## config.mk

```make
export PLATFORM = sky130hd
export DESIGN_NAME = mmio_gpio_bank
export DESIGN_NICKNAME = d
export VERILOG_FILES = /design/src/rtl/mmio_gpio_bank.sv
export SDC_FILE = /design/constraint.sdc
export NUM_CORES = 1
export LEC_CHECK = 0
export CAP_MARGIN = 20
export CORE_MARGIN = 1
export CORE_UTILIZATION = 45
export DETAILED_ROUTE_END_ITERATION = 8
export HOLD_SLACK_MARGIN = 0.03
export PLACE_DENSITY = 0.81
export SYNTH_ARGS = -nofsm -noshare
export SYNTH_HDL_FRONTEND = slang
export SYNTH_SLANG_ARGS = --single-unit
```

## constraint.sdc

```tcl
create_clock -name sys_clk -period 2 [get_ports sys_clk]
set_clock_uncertainty 0.15 [all_clocks]
set_input_delay 0.3 -clock sys_clk [delete_from_list [all_inputs] [get_ports sys_clk]]
set_output_delay 0.3 -clock sys_clk [all_outputs]
set_load 0.02 [all_outputs]
```

## src/rtl/mmio_gpio_bank.sv

```systemverilog
// mmio_gpio_bank
// Memory-mapped GPIO peripheral for the picorv32 native memory bus.
// It provides a WIDTH-bit output register, a synchronised input port and
// per-bit rising/falling edge capture that drives a level interrupt.
// The read data is zero whenever the block is not acknowledging, so it can be
// OR-ed with the other bus slaves.
//
// Ports:
//   sys_clk    : single clock, all logic rising-edge
//   sys_reset  : synchronous active-high reset
//   bus_valid  : CPU mem_valid
//   bus_addr   : CPU byte address
//   bus_wdata  : CPU write data
//   bus_wstrb  : byte strobes; all zero means read
//   bus_ready  : one-cycle acknowledge pulse
//   bus_rdata  : read data, zero whenever bus_ready is low
//   gpio_in    : asynchronous input pins
//   gpio_out   : output register value
//   irq        : OR of (STATUS & IRQ_EN)
//
// Register map (word offsets inside a 32-byte window):
//   0x00 OUT rw, 0x04 IN ro, 0x08 OUT_SET wo, 0x0C OUT_CLR wo,
//   0x10 RISE_EN rw, 0x14 FALL_EN rw, 0x18 IRQ_EN rw, 0x1C STATUS rw1c
module mmio_gpio_bank #(
  parameter logic [31:0] BASE_ADDR   = 32'h0000_8000,
  parameter int          WIDTH       = 8,
  parameter int          SYNC_STAGES = 2
) (
  input  logic             sys_clk,
  input  logic             sys_reset,
  input  logic             bus_valid,
  input  logic [31:0]      bus_addr,
  input  logic [31:0]      bus_wdata,
  input  logic [3:0]       bus_wstrb,
  output logic             bus_ready,
  output logic [31:0]      bus_rdata,
  input  logic [WIDTH-1:0] gpio_in,
  output logic [WIDTH-1:0] gpio_out,
  output logic             irq
);

  localparam logic [2:0] OFF_OUT     = 3'd0;
  localparam logic [2:0] OFF_IN      = 3'd1;
  localparam logic [2:0] OFF_SET     = 3'd2;
  localparam logic [2:0] OFF_CLR     = 3'd3;
  localparam logic [2:0] OFF_RISE_EN = 3'd4;
  localparam logic [2:0] OFF_FALL_EN = 3'd5;
  localparam logic [2:0] OFF_IRQ_EN  = 3'd6;
  localparam logic [2:0] OFF_STATUS  = 3'd7;

  // Expand the four byte strobes into a 32-bit bit mask.
  function automatic logic [31:0] lane_mask(input logic [3:0] strb);
    lane_mask = {{8{strb[3]}}, {8{strb[2]}}, {8{strb[1]}}, {8{strb[0]}}};
  endfunction

  logic             sel_s;
  logic             ack_s;
  logic             wr_s;
  logic [2:0]       off_s;
  logic [31:0]      mask32_s;
  logic [WIDTH-1:0] wmask_s;
  logic [WIDTH-1:0] wdata_s;
  logic [WIDTH-1:0] w1c_s;
  logic [WIDTH-1:0] in_s;
  logic [WIDTH-1:0] event_s;
  logic [WIDTH-1:0] rdata_s;
  logic [31:0]      rdata_ext_s;
  logic             unused_s;

  logic             ready_r;
  logic [31:0]      rdata_r;
  logic [WIDTH-1:0] out_r;
  logic [WIDTH-1:0] rise_en_r;
  logic [WIDTH-1:0] fall_en_r;
  logic [WIDTH-1:0] irq_en_r;
  logic [WIDTH-1:0] status_r;
  logic [WIDTH-1:0] prev_r;
  logic [WIDTH-1:0] sync_r [SYNC_STAGES];

  // Data lanes above WIDTH have no storage behind them.
  assign unused_s = ^{bus_wdata, mask32_s};

  // Address decode, handshake qualification and strobe-masked write data.
  always_comb begin
    off_s    = bus_addr[4:2];
    sel_s    = bus_valid && (bus_addr[31:5] == BASE_ADDR[31:5]) &&
               (bus_addr[1:0] == 2'b00);
    // Acknowledge only on the first cycle of a request; ready never repeats.
    ack_s    = sel_s && !ready_r;
    wr_s     = ack_s && (bus_wstrb != 4'b0000);
    mask32_s = lane_mask(bus_wstrb);
    wmask_s  = mask32_s[WIDTH-1:0];
    // A masked lane behaves as zero data, which is what SET/CLR/W1C need.
    wdata_s  = bus_wdata[WIDTH-1:0] & wmask_s;
  end

  // Edge detection on the synchronised inputs.
  always_comb begin
    in_s    = sync_r[SYNC_STAGES-1];
    event_s = (in_s & ~prev_r & rise_en_r) | (~in_s & prev_r & fall_en_r);
  end

  // Clear mask for STATUS, non-zero only on an acknowledged STATUS write.
  always_comb begin
    w1c_s = {WIDTH{1'b0}};
    if (wr_s && (off_s == OFF_STATUS)) begin
      w1c_s = wdata_s;
    end else begin
      w1c_s = {WIDTH{1'b0}};
    end
  end

  // Read multiplexer over pre-edge register state.
  always_comb begin
    rdata_s = {WIDTH{1'b0}};
    case (off_s)
      OFF_OUT:     rdata_s = out_r;
      OFF_IN:      rdata_s = in_s;
      OFF_SET:     rdata_s = {WIDTH{1'b0}};
      OFF_CLR:     rdata_s = {WIDTH{1'b0}};
      OFF_RISE_EN: rdata_s = rise_en_r;
      OFF_FALL_EN: rdata_s = fall_en_r;
      OFF_IRQ_EN:  rdata_s = irq_en_r;
      OFF_STATUS:  rdata_s = status_r;
      default:     rdata_s = {WIDTH{1'b0}};
    endcase
    rdata_ext_s              = 32'h0000_0000;
    rdata_ext_s[WIDTH-1:0]   = rdata_s;
  end

  // Bus acknowledge and registered read data (zero outside the ack cycle).
  always_ff @(posedge sys_clk) begin
    if (sys_reset) begin
      ready_r <= 1'b0;
      rdata_r <= 32'h0000_0000;
    end else begin
      ready_r <= ack_s;
      if (ack_s && (bus_wstrb == 4'b0000)) begin
        rdata_r <= rdata_ext_s;
      end else begin
        rdata_r <= 32'h0000_0000;
      end
    end
  end

  // Input synchroniser chain followed by the previous-value flop.
  always_ff @(posedge sys_clk) begin
    if (sys_reset) begin
      for (int i = 0; i < SYNC_STAGES; i++) begin
        sync_r[i] <= {WIDTH{1'b0}};
      end
      prev_r <= {WIDTH{1'b0}};
    end else begin
      sync_r[0] <= gpio_in;
      for (int i = 1; i < SYNC_STAGES; i++) begin
        sync_r[i] <= sync_r[i-1];
      end
      prev_r <= in_s;
    end
  end

  // Control registers and sticky STATUS; a new event beats a same-cycle clear.
  always_ff @(posedge sys_clk) begin
    if (sys_reset) begin
      out_r     <= {WIDTH{1'b0}};
      rise_en_r <= {WIDTH{1'b0}};
      fall_en_r <= {WIDTH{1'b0}};
      irq_en_r  <= {WIDTH{1'b0}};
      status_r  <= {WIDTH{1'b0}};
    end else begin
      if (wr_s) begin
        case (off_s)
          OFF_OUT:     out_r     <= (out_r & ~wmask_s) | wdata_s;
          OFF_SET:     out_r     <= out_r | wdata_s;
          OFF_CLR:     out_r     <= out_r & ~wdata_s;
          OFF_RISE_EN: rise_en_r <= (rise_en_r & ~wmask_s) | wdata_s;
          OFF_FALL_EN: fall_en_r <= (fall_en_r & ~wmask_s) | wdata_s;
          OFF_IRQ_EN:  irq_en_r  <= (irq_en_r & ~wmask_s) | wdata_s;
          default: begin
            // IN is read-only and STATUS is handled below.
          end
        endcase
      end
      status_r <= (status_r & ~w1c_s) | event_s;
    end
  end

  assign bus_ready = ready_r;
  assign bus_rdata = rdata_r;
  assign gpio_out  = out_r;
  assign irq       = |(status_r & irq_en_r);

endmodule
```

==> out/results.tsv <==
stage	metric	value	unit
finish	multiInputGateArea	0.00174	sq mm
floorplan	rows	31	
clock_network	numCtsBuffers	9	
outcome	status	completed	
clock_network	clk_latency	0.36	ns
grt	grt_pass1_vias	2844	
power_and_ir_drop	combPwrFrac	10.2	%
power_and_ir_drop	switching_share	23.2	%
synth	yosysWarnings	0	
synth	synth_seq_cells	73	
power_and_ir_drop	switchingPower	710	uW
clock_network	cts_root_buf	clkbuf_8	
synth	async_flop_share	0	%
drt	dr.pass1.iters	4	
synth	postSynthAreaPerCell	9.68	sq um
place	port_buffers	72	
min_path	hold_class	reg -> reg	
clock_network	cts_hold_buf	0	
floorplan	die_area	0.00777	sq mm
power_and_ir_drop	power_leakage	0.00197	uW
critical_path	cpPeakStageDelay	0.65	ns
timing	fin_crit	1.93	ns
critical_path	crit_type	in -> reg	
critical_path	startpoint_type	input pin	
timing	finalMaxSlewViolations	0	
timing	max_freq	517	MHz
drt	vias	2911	
synth	seq_area_frac_synth	43.8	%
clock_network	cts.htree.levels	3	
power_and_ir_drop	pwr_density_cell	666	mW/mm^2
grt	grt_first_pass_wirelength	13400	um
drt	drc	0	
clock_network	cts.sinks	73	
floorplan	die_x	88.1	um
grt	grt_overflow	0	
finish	drive_gt1_share	16.8	%
finish	antenna_cells	0	
place	dp_hpwl	6220	um
min_path	min_from	sync_r[0][7]	
drt	first_iter_violations	158	
floorplan	die_h	88.1	um
power_and_ir_drop	p_seq_share	48.4	%
timing	setup_ws	0.0675	ns
critical_path	endpoint_kind	flop	
critical_path	crit_chain	clkdlybuf4s50_1 -> nor4_2 -> nand4_1 -> or4_4 -> mux2i_2	
synth	netlist_instances	345	
critical_path	required	2.08	ns
critical_path	crit_arrival	2.01	ns
floorplan	io_pins	121	
synth	synth_cell_types	37	
drt	wl_per_cell	16.7	um
drt	vias_per_cell	5.39	
floorplan	core_area	0.00721	sq mm
finish	nNetsFinal	516	
synth	synth_top_area_share	43.8	%
clock_network	cts_tree	done	
place	dp_cells	524	
finish	n_fill_cell	585	
critical_path	cp_slowest_cell	or4_4	
synth	yosys-top-cells-area	dfxtp_1 44%, mux2i_1 7.2%, nor2b_1 6.2%, buf_4 5.4%, nand2_1 5.2%	
synth	synth_edf_count	0	
timing	finalSetupViolations	0	
critical_path	cp-startpoint	bus_addr[7]	
finish	fin_cells	540	
critical_path	timing.rr.start	bus_ready	
grt	grt_start_max_net_pins	37	
synth	synth_flop_cell	dfxtp_1	
critical_path	crit_fanout	8	
power_and_ir_drop	p_int	2350	uW
timing	hold_violations	0	
timing	timing.final.crit_share	96.6	%
power_and_ir_drop	peakVddDrop	0.428	mV
place	place.gp.congestion	0.852	
clock_network	clkTransAtPathRegs	0.07	ns
drt	finalWirelength	9020	um
clock_network	cts_max_path_buffers	2	
flow_run	max_cap_violations	0	
floorplan	floorplan.initialDensity	46.3	%
grt	grt.total_usage	23.5	%
place	dp_slack	-0.378	ns
drt	ant_nets	0	
finish	syn_to_final_growth	37.5	%
power_and_ir_drop	pwr-share-clk	41.4	%
finish	regArea	0.00146	sq mm
synth	synth_largest_area_cell	dfxtp_1	
grt	antenna_found_initial	0	
synth	netlist_area	0.00334	sq mm
[power by group through the flow]
stage / Clock (uW) / Sequential (uW) / Combinational [uW]
6_report: 1270 / 1480 / 312
5_1_grt: 1350 / 1480 / 334
4_1_cts: 1290 / 1480 / 306
3_5_place_dp: 0 / 1510 / 301
3_3_place_gp: 0 / 1510 / 296
2_1_floorplan: 0 / 1510 / 170
[routing by layer]
| layer | track usage, % | routed length (um) |
|---|---|---|
| met1 | 28.4 | 3720 |
| met2 | 40.2 | 4410 |
| met3 | 4.71 | 724 |
| met4 | 11.3 | 160 |
| met5 | 0 | 0 |
[synth_stat cells (6+ instances only)]
cell type,number
a22oi_1,12
a311oi_1,8
buf_4,24
clkbuf_1,14
dfxtp_1,73
inv_1,7
mux2_2,10
mux2i_1,24
nand2_1,46
nand2b_1,6
nand3b_1,8
nor2b_1,33
o21a_1,8
o21ai_0,8
[layout by cell type, fill, tap and decap left out, drive strengths merged, types with 10 or more instances in the layout]
cell / count
dfxtp: 73
clkdlybuf4s50: 49
nand2: 46
nor2b: 33
buf: 31
conb: 24
mux2i: 24
dlymetal6s2s: 22
a22oi: 12
mux2: 10
clkbuf: 10
[final cells by class]
class,instances,share of cell area [%]
inverter,7,0.572
tap,99,2.70
clock buffer,10,3.00
sequential,73,31.8
multi-input combinational,243,37.8
clock inverter,5,1.74
timing repair buffer,103,22.3
[stage by stage]
stage          hold slack, ns  setup TNS [ns]  utilization, %  total power, uW  instance area [sq um]
3_3_place_gp            0.267           -9.15            58.7             1810                   4240
5_1_grt                 0.299        -0.00637            63.6             3170                   4590
4_1_cts                 0.287               0            62.1             3080                   4480
3_5_place_dp            0.270          -11.20            58.7             1820                   4240
6_report                0.287               0            63.6             3060                   4590
2_1_floorplan           0.259               0               -             1680                   3420
[critical path: cells and delay by family]
family | cells | cell delay (ns)
buffers and inverters | 1 | 0.43
muxes | 1 | 0.19
and+or+nand+nor | 3 | 1.09
[what timing repair did]
action / CTS / global route
endpoints found under the setup margin: 9 / 22
pin swaps: 3 / 11
gates resized for setup: 5 / 32
setup buffers: 0 / 1
gates cloned: 0 / 1
[final timing paths]
check	endpoint	slack, ns	depth (start not counted)
max	flop	0.07	5
min reg2reg	sync_r[0][15]	0.29	1
max reg2reg	flop	0.10	4
min	sync_r[0][15]	0.29	1
[kinds of logic (layout without fill, tap and decap cells)]
family | after synthesis | after routing | synth area share [%]
multiplexers | 37 | 37 | 12.6
buffers and inverters | 52 | 125 | 8.85
AO/OA/AOI/OAI | 57 | 57 | 13.1
flip-flops | 73 | 73 | 43.8
AND/OR/NAND/NOR | 125 | 125 | 21.6
other | 1 | 24 | 0.112
Power figures use the tool's default switching activity.
